==> src/rtl/pipe_ctrl_if.sv <==
`default_nettype none
// ============================================================================
//  Module   : pipe_ctrl_if
//  Brief    : Request/control bundle between the pipeline hazard sources and
//             the stall/flush sequencer (pipe_ctrl).
//  Revision : 1.0  initial release
// ============================================================================
interface pipe_ctrl_if #(
  parameter int CNT_W = 16
) ();
  // Requests toward the sequencer
  logic             hazard;
  logic             branch_taken;
  logic             jump;
  logic             dmem_req;
  logic             dmem_ready;
  logic             mdu_start;
  logic             mdu_done;
  logic             halt;
  logic             resume;
  // Per-stage controls and status from the sequencer
  logic             pc_stall;
  logic             if_id_stall;
  logic             if_id_flush;
  logic             id_ex_stall;
  logic             id_ex_bubble;
  logic             ex_mem_stall;
  logic             mem_wb_bubble;
  logic             pc_redirect;
  logic             halted;
  logic             mdu_timeout;
  logic [CNT_W-1:0] stall_cnt;
  logic [CNT_W-1:0] flush_cnt;

  // Pipeline side: raises requests, consumes controls
  modport master (
    output hazard, branch_taken, jump, dmem_req, dmem_ready,
           mdu_start, mdu_done, halt, resume,
    input  pc_stall, if_id_stall, if_id_flush, id_ex_stall, id_ex_bubble,
           ex_mem_stall, mem_wb_bubble, pc_redirect, halted, mdu_timeout,
           stall_cnt, flush_cnt
  );

  // Sequencer side
  modport slave (
    input  hazard, branch_taken, jump, dmem_req, dmem_ready,
           mdu_start, mdu_done, halt, resume,
    output pc_stall, if_id_stall, if_id_flush, id_ex_stall, id_ex_bubble,
           ex_mem_stall, mem_wb_bubble, pc_redirect, halted, mdu_timeout,
           stall_cnt, flush_cnt
  );
endinterface
`default_nettype wire

==> src/rtl/pipe_ctrl.sv <==
`default_nettype none
// ============================================================================
//  Module   : pipe_ctrl
//  Brief    : Stall/flush sequencer for the 5-stage RV32 pipeline. Merges
//             hazard, redirect, memory-wait, MDU and halt requests into
//             per-stage stall/flush/bubble controls (Mealy) and keeps
//             saturating stall/flush performance counters.
//  Revision : 1.0  initial release
// ============================================================================
module pipe_ctrl #(
  parameter int CNT_W       = 16,
  parameter int MDU_TIMEOUT = 64,
  parameter int DRAIN_CYC   = 3
) (
  input  wire logic   clk_i,
  input  wire logic   rst_i,
  pipe_ctrl_if.slave  bus
);

  localparam int c_MDU_W = (MDU_TIMEOUT > 1) ? $clog2(MDU_TIMEOUT) : 1;
  localparam int c_DRN_W = $clog2(DRAIN_CYC + 1);

  localparam logic [c_MDU_W-1:0] c_MDU_LAST = c_MDU_W'(MDU_TIMEOUT - 1);
  localparam logic [c_DRN_W-1:0] c_DRN_LAST = c_DRN_W'(DRAIN_CYC - 1);

  localparam logic [2:0] c_RUN      = 3'd0;
  localparam logic [2:0] c_MEM_WAIT = 3'd1;
  localparam logic [2:0] c_MDU_WAIT = 3'd2;
  localparam logic [2:0] c_DRAIN    = 3'd3;
  localparam logic [2:0] c_HALT     = 3'd4;

  logic [2:0]         r_state;
  logic [2:0]         w_next_state;
  logic [c_MDU_W-1:0] r_mdu_cnt;
  logic [c_DRN_W-1:0] r_drain_cnt;
  logic               r_mdu_timeout;
  logic [CNT_W-1:0]   r_stall_cnt;
  logic [CNT_W-1:0]   r_flush_cnt;

  logic w_mem_wait;
  logic w_mdu_clr, w_mdu_inc, w_drn_clr, w_drn_inc, w_timeout_set;

  logic w_pc_stall, w_if_id_stall, w_if_id_flush, w_id_ex_stall;
  logic w_id_ex_bubble, w_ex_mem_stall, w_mem_wb_bubble, w_pc_redirect;
  logic w_halted;

  // A data access that is not finishing this cycle freezes the whole pipe
  assign w_mem_wait = bus.dmem_req & ~bus.dmem_ready;

  // State register
  always_ff @(posedge clk_i or posedge rst_i) begin
    if (rst_i) r_state <= c_RUN;
    else       r_state <= w_next_state;
  end

  // Next-state selection plus MDU/drain counter commands
  always_comb begin
    w_next_state  = r_state;
    w_mdu_clr     = 1'b0;
    w_mdu_inc     = 1'b0;
    w_drn_clr     = 1'b0;
    w_drn_inc     = 1'b0;
    w_timeout_set = 1'b0;
    case (r_state)
      c_RUN: begin
        if (w_mem_wait) begin
          w_next_state = c_MEM_WAIT;
        end else if (bus.mdu_start) begin
          w_next_state = c_MDU_WAIT;
          w_mdu_clr    = 1'b1;
        end else if (bus.branch_taken) begin
          w_next_state = c_RUN;   // redirect wins over halt/jump/hazard
        end else if (bus.halt) begin
          w_next_state = c_DRAIN;
          w_drn_clr    = 1'b1;
        end
      end
      c_MEM_WAIT: begin
        if (bus.dmem_ready) w_next_state = c_RUN;
      end
      c_MDU_WAIT: begin
        // A memory freeze suspends MDU bookkeeping for that cycle
        if (!w_mem_wait) begin
          if (bus.mdu_done) begin
            w_next_state = c_RUN;
          end else if (r_mdu_cnt == c_MDU_LAST) begin
            w_next_state  = c_RUN;
            w_timeout_set = 1'b1;
          end else begin
            w_mdu_inc = 1'b1;
          end
        end
      end
      c_DRAIN: begin
        // Only cycles in which EX/MEM/WB actually advance are counted
        if (!w_mem_wait) begin
          if (r_drain_cnt == c_DRN_LAST) w_next_state = c_HALT;
          else                           w_drn_inc    = 1'b1;
        end
      end
      c_HALT: begin
        if (bus.resume) w_next_state = c_RUN;
      end
      default: w_next_state = c_RUN;
    endcase
  end

  // Mealy control outputs; forced low while reset is held
  always_comb begin
    logic v_freeze;
    logic v_hold;
    v_freeze        = 1'b0;
    v_hold          = 1'b0;
    w_if_id_flush   = 1'b0;
    w_pc_redirect   = 1'b0;
    w_halted        = 1'b0;
    w_id_ex_bubble  = 1'b0;
    if (!rst_i) begin
      case (r_state)
        c_RUN: begin
          if (w_mem_wait || bus.mdu_start) begin
            v_freeze = 1'b1;
          end else if (bus.branch_taken) begin
            w_pc_redirect  = 1'b1;
            w_if_id_flush  = 1'b1;
            w_id_ex_bubble = 1'b1;
          end else if (bus.halt) begin
            v_hold = 1'b1;
          end else if (bus.jump) begin
            w_pc_redirect = 1'b1;
            w_if_id_flush = 1'b1;
          end else if (bus.hazard) begin
            v_hold = 1'b1;
          end
        end
        c_MEM_WAIT: v_freeze = ~bus.dmem_ready;
        c_MDU_WAIT: begin
          if (w_mem_wait)
            v_freeze = 1'b1;
          else if (!bus.mdu_done && (r_mdu_cnt != c_MDU_LAST))
            v_freeze = 1'b1;
        end
        c_DRAIN: begin
          if (w_mem_wait) v_freeze = 1'b1;
          else            v_hold   = 1'b1;
        end
        c_HALT: begin
          if (!bus.resume) begin
            w_halted = 1'b1;
            v_hold   = 1'b1;
          end
        end
        default: v_freeze = 1'b0;
      endcase
    end
    // v_hold: front end held, bubble into EX; v_freeze: every stage held
    w_pc_stall      = v_freeze | v_hold;
    w_if_id_stall   = v_freeze | v_hold;
    w_id_ex_stall   = v_freeze;
    w_ex_mem_stall  = v_freeze;
    w_mem_wb_bubble = v_freeze;
    w_id_ex_bubble  = w_id_ex_bubble | v_hold;
  end

  // MDU/drain counters, sticky timeout flag and saturating perf counters
  always_ff @(posedge clk_i or posedge rst_i) begin
    if (rst_i) begin
      r_mdu_cnt     <= '0;
      r_drain_cnt   <= '0;
      r_mdu_timeout <= 1'b0;
      r_stall_cnt   <= '0;
      r_flush_cnt   <= '0;
    end else begin
      if (w_mdu_clr)      r_mdu_cnt   <= '0;
      else if (w_mdu_inc) r_mdu_cnt   <= r_mdu_cnt + c_MDU_W'(1);
      if (w_drn_clr)      r_drain_cnt <= '0;
      else if (w_drn_inc) r_drain_cnt <= r_drain_cnt + c_DRN_W'(1);
      if (w_timeout_set)  r_mdu_timeout <= 1'b1;
      if (w_pc_stall && (r_stall_cnt != '1))
        r_stall_cnt <= r_stall_cnt + CNT_W'(1);
      if (w_if_id_flush && (r_flush_cnt != '1))
        r_flush_cnt <= r_flush_cnt + CNT_W'(1);
    end
  end

  assign bus.pc_stall      = w_pc_stall;
  assign bus.if_id_stall   = w_if_id_stall;
  assign bus.if_id_flush   = w_if_id_flush;
  assign bus.id_ex_stall   = w_id_ex_stall;
  assign bus.id_ex_bubble  = w_id_ex_bubble;
  assign bus.ex_mem_stall  = w_ex_mem_stall;
  assign bus.mem_wb_bubble = w_mem_wb_bubble;
  assign bus.pc_redirect   = w_pc_redirect;
  assign bus.halted        = w_halted;
  assign bus.mdu_timeout   = r_mdu_timeout;
  assign bus.stall_cnt     = r_stall_cnt;
  assign bus.flush_cnt     = r_flush_cnt;

endmodule
`default_nettype wire
==> src/flat_wrapper.sv <==
// flat-port wrapper written by rule: the top's interface ports become plain ports
module pipe_ctrl_flat 
#(
  parameter int CNT_W       = 16,
  parameter int MDU_TIMEOUT = 64,
  parameter int DRAIN_CYC   = 3
)
  (clk_i, rst_i, bus_hazard, bus_branch_taken, bus_jump, bus_dmem_req, bus_dmem_ready, bus_mdu_start, bus_mdu_done, bus_halt, bus_resume, bus_pc_stall, bus_if_id_stall, bus_if_id_flush, bus_id_ex_stall, bus_id_ex_bubble, bus_ex_mem_stall, bus_mem_wb_bubble, bus_pc_redirect, bus_halted, bus_mdu_timeout, bus_stall_cnt, bus_flush_cnt);
  pipe_ctrl_if #(.CNT_W(CNT_W)) bus_i ();
  input  wire logic clk_i;
  input  wire logic rst_i;
  input wire logic [$bits(bus_i.hazard)-1:0] bus_hazard;
  input wire logic [$bits(bus_i.branch_taken)-1:0] bus_branch_taken;
  input wire logic [$bits(bus_i.jump)-1:0] bus_jump;
  input wire logic [$bits(bus_i.dmem_req)-1:0] bus_dmem_req;
  input wire logic [$bits(bus_i.dmem_ready)-1:0] bus_dmem_ready;
  input wire logic [$bits(bus_i.mdu_start)-1:0] bus_mdu_start;
  input wire logic [$bits(bus_i.mdu_done)-1:0] bus_mdu_done;
  input wire logic [$bits(bus_i.halt)-1:0] bus_halt;
  input wire logic [$bits(bus_i.resume)-1:0] bus_resume;
  output wire logic [$bits(bus_i.pc_stall)-1:0] bus_pc_stall;
  output wire logic [$bits(bus_i.if_id_stall)-1:0] bus_if_id_stall;
  output wire logic [$bits(bus_i.if_id_flush)-1:0] bus_if_id_flush;
  output wire logic [$bits(bus_i.id_ex_stall)-1:0] bus_id_ex_stall;
  output wire logic [$bits(bus_i.id_ex_bubble)-1:0] bus_id_ex_bubble;
  output wire logic [$bits(bus_i.ex_mem_stall)-1:0] bus_ex_mem_stall;
  output wire logic [$bits(bus_i.mem_wb_bubble)-1:0] bus_mem_wb_bubble;
  output wire logic [$bits(bus_i.pc_redirect)-1:0] bus_pc_redirect;
  output wire logic [$bits(bus_i.halted)-1:0] bus_halted;
  output wire logic [$bits(bus_i.mdu_timeout)-1:0] bus_mdu_timeout;
  output wire logic [$bits(bus_i.stall_cnt)-1:0] bus_stall_cnt;
  output wire logic [$bits(bus_i.flush_cnt)-1:0] bus_flush_cnt;
  assign bus_i.hazard = bus_hazard;
  assign bus_i.branch_taken = bus_branch_taken;
  assign bus_i.jump = bus_jump;
  assign bus_i.dmem_req = bus_dmem_req;
  assign bus_i.dmem_ready = bus_dmem_ready;
  assign bus_i.mdu_start = bus_mdu_start;
  assign bus_i.mdu_done = bus_mdu_done;
  assign bus_i.halt = bus_halt;
  assign bus_i.resume = bus_resume;
  assign bus_pc_stall = bus_i.pc_stall;
  assign bus_if_id_stall = bus_i.if_id_stall;
  assign bus_if_id_flush = bus_i.if_id_flush;
  assign bus_id_ex_stall = bus_i.id_ex_stall;
  assign bus_id_ex_bubble = bus_i.id_ex_bubble;
  assign bus_ex_mem_stall = bus_i.ex_mem_stall;
  assign bus_mem_wb_bubble = bus_i.mem_wb_bubble;
  assign bus_pc_redirect = bus_i.pc_redirect;
  assign bus_halted = bus_i.halted;
  assign bus_mdu_timeout = bus_i.mdu_timeout;
  assign bus_stall_cnt = bus_i.stall_cnt;
  assign bus_flush_cnt = bus_i.flush_cnt;
  pipe_ctrl #(.CNT_W(CNT_W), .MDU_TIMEOUT(MDU_TIMEOUT), .DRAIN_CYC(DRAIN_CYC)) u_core (.clk_i(clk_i), .rst_i(rst_i), .bus(bus_i));
endmodule
==> config.mk <==
export PLATFORM = sky130hd
export DESIGN_NAME = pipe_ctrl_flat
export DESIGN_NICKNAME = d
export VERILOG_FILES = /design/src/rtl/pipe_ctrl_if.sv /design/src/rtl/pipe_ctrl.sv /design/src/flat_wrapper.sv
export SDC_FILE = /design/constraint.sdc
export NUM_CORES = 1
export LEC_CHECK = 0
export ABC_AREA = 1
export ABC_CLOCK_PERIOD_IN_PS = 3000
export CELL_PAD_IN_SITES_DETAIL_PLACEMENT = 1
export CELL_PAD_IN_SITES_GLOBAL_PLACEMENT = 2
export CORE_UTILIZATION = 30
export CTS_CLUSTER_DIAMETER = 150
export DETAILED_ROUTE_END_ITERATION = 12
export DONT_BUFFER_PORTS = 1
export MAX_ROUTING_LAYER = met4
export PLACE_DENSITY = 0.76
export SYNTH_ARGS = -nofsm -noshare
export SYNTH_HDL_FRONTEND = slang
export SYNTH_SLANG_ARGS = --single-unit
==> constraint.sdc <==
create_clock -name clk_i -period 3 [get_ports clk_i]
set_input_delay 0.6 -clock clk_i [delete_from_list [all_inputs] [get_ports clk_i]]
set_output_delay 0.6 -clock clk_i [all_outputs]
set_load 0.03 [all_outputs]
==> results.py <==
metrics = {
    "run_status": {
        "status": "finished, violations left",
        "violations": "design-rule violations",
    },
    "detailed_routing": {
        "postRouteAntennaNets": 0,
        "routed-via-count": 2341,
        "drc": 4,
        "drt_iter0_markers": 50,
        "drt_wl_total_um": 6980,
        "routed_via_density": 4.86,
        "first_pass_iters": 8,
        "wire_per_inst_um": 14.5,
    },
    "clocking": {
        "clockBufferDepth": 2,
        "cts_tree": "done",
        "cts_hold_buf": 0,
        "htree_levels": 2,
        "clk_pin_slew_ns": 0.08,
        "clk_latency_ns": 0.29,
        "cts.sinks": 44,
        "cts_resized": 0,
        "cts_made_buffers": 5,
        "root_buffer": "clkbuf_8",
        "cts_setup_buffers": 0,
    },
    "critical_path": {
        "start_kind": "register",
        "crit_path_end": "bus_if_id_stall",
        "r2r_cells": 9,
        "crit_start": "u_core.r_mdu_cnt[0]",
        "crit_type": "reg -> out",
        "ff2ff_setup_slack_ns": 0.76,
        "worstSetupEndpointType": "primary output",
        "worstPathMaxFanout": 23,
        "required_ns": 2.40,
        "r2r-start": "u_core.bus.flush_cnt[0]",
        "crit_arrival_ns": 1.79,
        "r2r-end": "u_core.bus.flush_cnt[10]",
    },
    "pwr": {
        "power.density_nw_per_um2": 632,
        "peakVddDrop_v": 0.000417,
        "p_leak_nw": 1.39,
        "totalPowerFinal_w": 0.00184,
    },
    "placed_design": {
        "numPortBuffers": 0,
        "dpl_cell_area_um2": 2850,
        "dpl.hpwl_um": 5270,
        "place_congestion": 0.791,
    },
    "timing": {
        "period_minus_slack_ns": 2.39,
        "slew_headroom": 0.595,
        "skew_ns": 0.0111,
        "rsz0062_at_grt": "no",
        "fmax_ghz": 0.419,
        "setup_viol": 0,
        "timing.hold.ws_ns": 0.112,
        "hold_viol_final": 0,
        "tightestPinTransition_ns": 0.606,
        "drv_slew": 0,
        "tns_ns": 0,
        "fin_crit_sh": 0.796,
    },
    "synth": {
        "synthSimpleGateAreaFrac": 0.367,
        "synth_compound_area_frac": 0.0426,
        "synth_top_area_cell": "dfrtp_1",
        "ys.warnings.count": 0,
        "synthAdderAreaFrac": 0.0181,
        "ys_seq_elements": 44,
        "avgSynthCellArea_um2": 7.38,
        "synth_enable_flop_cells": 0,
        "ys_types": 30,
        "ys_seq_area_frac": 0.399,
        "muxShareOfSynthArea": 0,
        "yosys-top-cells-area": "dfrtp_1, nand2_1, nand3_1",
        "synth_cells": 374,
        "synth-main-ff-cell": "dfrtp_1",
        "synth_top_family_by_area": "simple AND/OR/NAND/NOR gates",
        "synth-async-reset-ratio": 1.00,
        "syn-cell-area_um2": 2760,
        "synth_top_area_share": 0.399,
        "yosys.area_share.xor_xnor": 0.0852,
        "syn_nets": 389,
    },
    "floorplanning": {
        "die_area_um2": 9590,
        "core_area_um2": 8810,
        "initial_utilization": 0.314,
        "num_io_pins": 53,
        "die_w_um": 97.9,
        "die_h_um": 97.9,
        "num_rows": 34,
    },
    "cells_and_area": {
        "most-common-layout-cells": "nand2_1, dfrtp_1, nor2_1, nand3_1, inv_1",
        "nNetsFinal": 391,
        "num_antenna_cells": 0,
        "fin_area_um2": 2920,
        "synthToLayoutAreaGrowth_pct": 5.71,
        "layout_commonest_cell": "nand2_1",
        "drive_gt1_frac": 0.0963,
    },
    "grt": {
        "grt_max_degree": 36,
        "grt_pass1_vias": 2501,
        "grt_pass1_wl_um": 12500,
        "grt.overflow.total": 0,
        "antenna_found_initial": 0,
        "track_usage": 0.166,
    },
    "worst_hold_path": {
        "min_path_type": "in -> async",
    },
    "run": {
        "drv_cap": 0,
    },
}
critical path, cell delays in order (launching register included):
cell	delay [ns]
dfrtp_1	0.41
ha_1	0.22
nand2_1	0.12
nor2_2	0.07
nor2_1	0.10
nor2_1	0.06
nand2_1	0.07
nand2_2	0.07
nand2_4	0.35
registers in the layout (all words and copies together), names as in the netlist:
name	count
u_core.bus.flush_cnt	16
u_core.bus.mdu_timeout	1
u_core.bus.stall_cnt	16
u_core.r_drain_cnt	2
u_core.r_mdu_cnt	6
u_core.r_state	3
Yosys cell counts (2+ instances only):
master   number
nand2_1     116
nor2_2        5
o21ai_1       4
a21oi_1       6
xnor2_1      10
nand2_4       2
o21ai_0       9
nand4_1       3
buf_6         3
inv_2         6
nor2_1       39
dfrtp_1      44
buf_4         7
nand2_2       4
xor2_1       15
nand3_1      39
nand3_2       2
ha_1          4
inv_1        35
nor3_1       11
cell type report:
type | count | area (µm²)
well taps | 108 | 135
fillers | 1116 | 5890
inverters | 41 | 154
clock buffers | 5 | 68.8
flip-flops and latches | 44 | 1100
multi-input cells | 278 | 1420
repair buffers | 6 | 45.0
logic make-up (layout without fill, tap and decap cells):
family / count (synthesis) / in the layout
adders and majority gates: 4 / 4
AOI/OAI and AO/OA: 22 / 22
DFF: 44 / 44
xor gates and xnor gates: 26 / 26
buffers and inverters: 52 / 52
and+or+nand+nor: 226 / 226
power breakdown:
part / total [W] / switching (W) / internal [W]
logic: 0.000611 / 0.000430 / 0.000180
registers: 0.000890 / 0.000212 / 0.000677
clock network: 0.000344 / 0.000193 / 0.000151
total: 0.00184 / 0.000836 / 0.00101
per-stage QoR:
| stage | utilization | cells | worst slack, ns |
|---|---|---|---|
| after global routing | 0.331 | 482 | 0.397 |
| after detailed placement | 0.324 | 477 | 0.761 |
| after CTS | 0.331 | 482 | 0.588 |
| after global placement | 0.324 | 477 | 0.774 |
| after floorplan | - | 374 | 0.0692 |
| final | 0.331 | 482 | 0.613 |
worst min path at each step:
stage,slack [ns],from,endpoint
2_1_floorplan,0.46,u_core.r_drain_cnt[1],u_core.r_drain_cnt[1]
3_3_place_gp,0.43,rst_i,u_core.bus.mdu_timeout
3_5_place_dp,0.43,rst_i,u_core.bus.mdu_timeout
4_1_cts,0.11,rst_i,u_core.bus.mdu_timeout
5_1_grt,0.13,rst_i,u_core.bus.mdu_timeout
6_report,0.11,rst_i,u_core.bus.mdu_timeout
per-layer routing:
metal	vias to the layer above	track usage	share of wire
met3	9	0.0344	0.042
li1	1172	-	-
met2	41	0.251	0.45
met4	0	0.0466	0.015
met1	1119	0.224	0.50
met5	-	-	0
(Power assumes the default switching activity.)
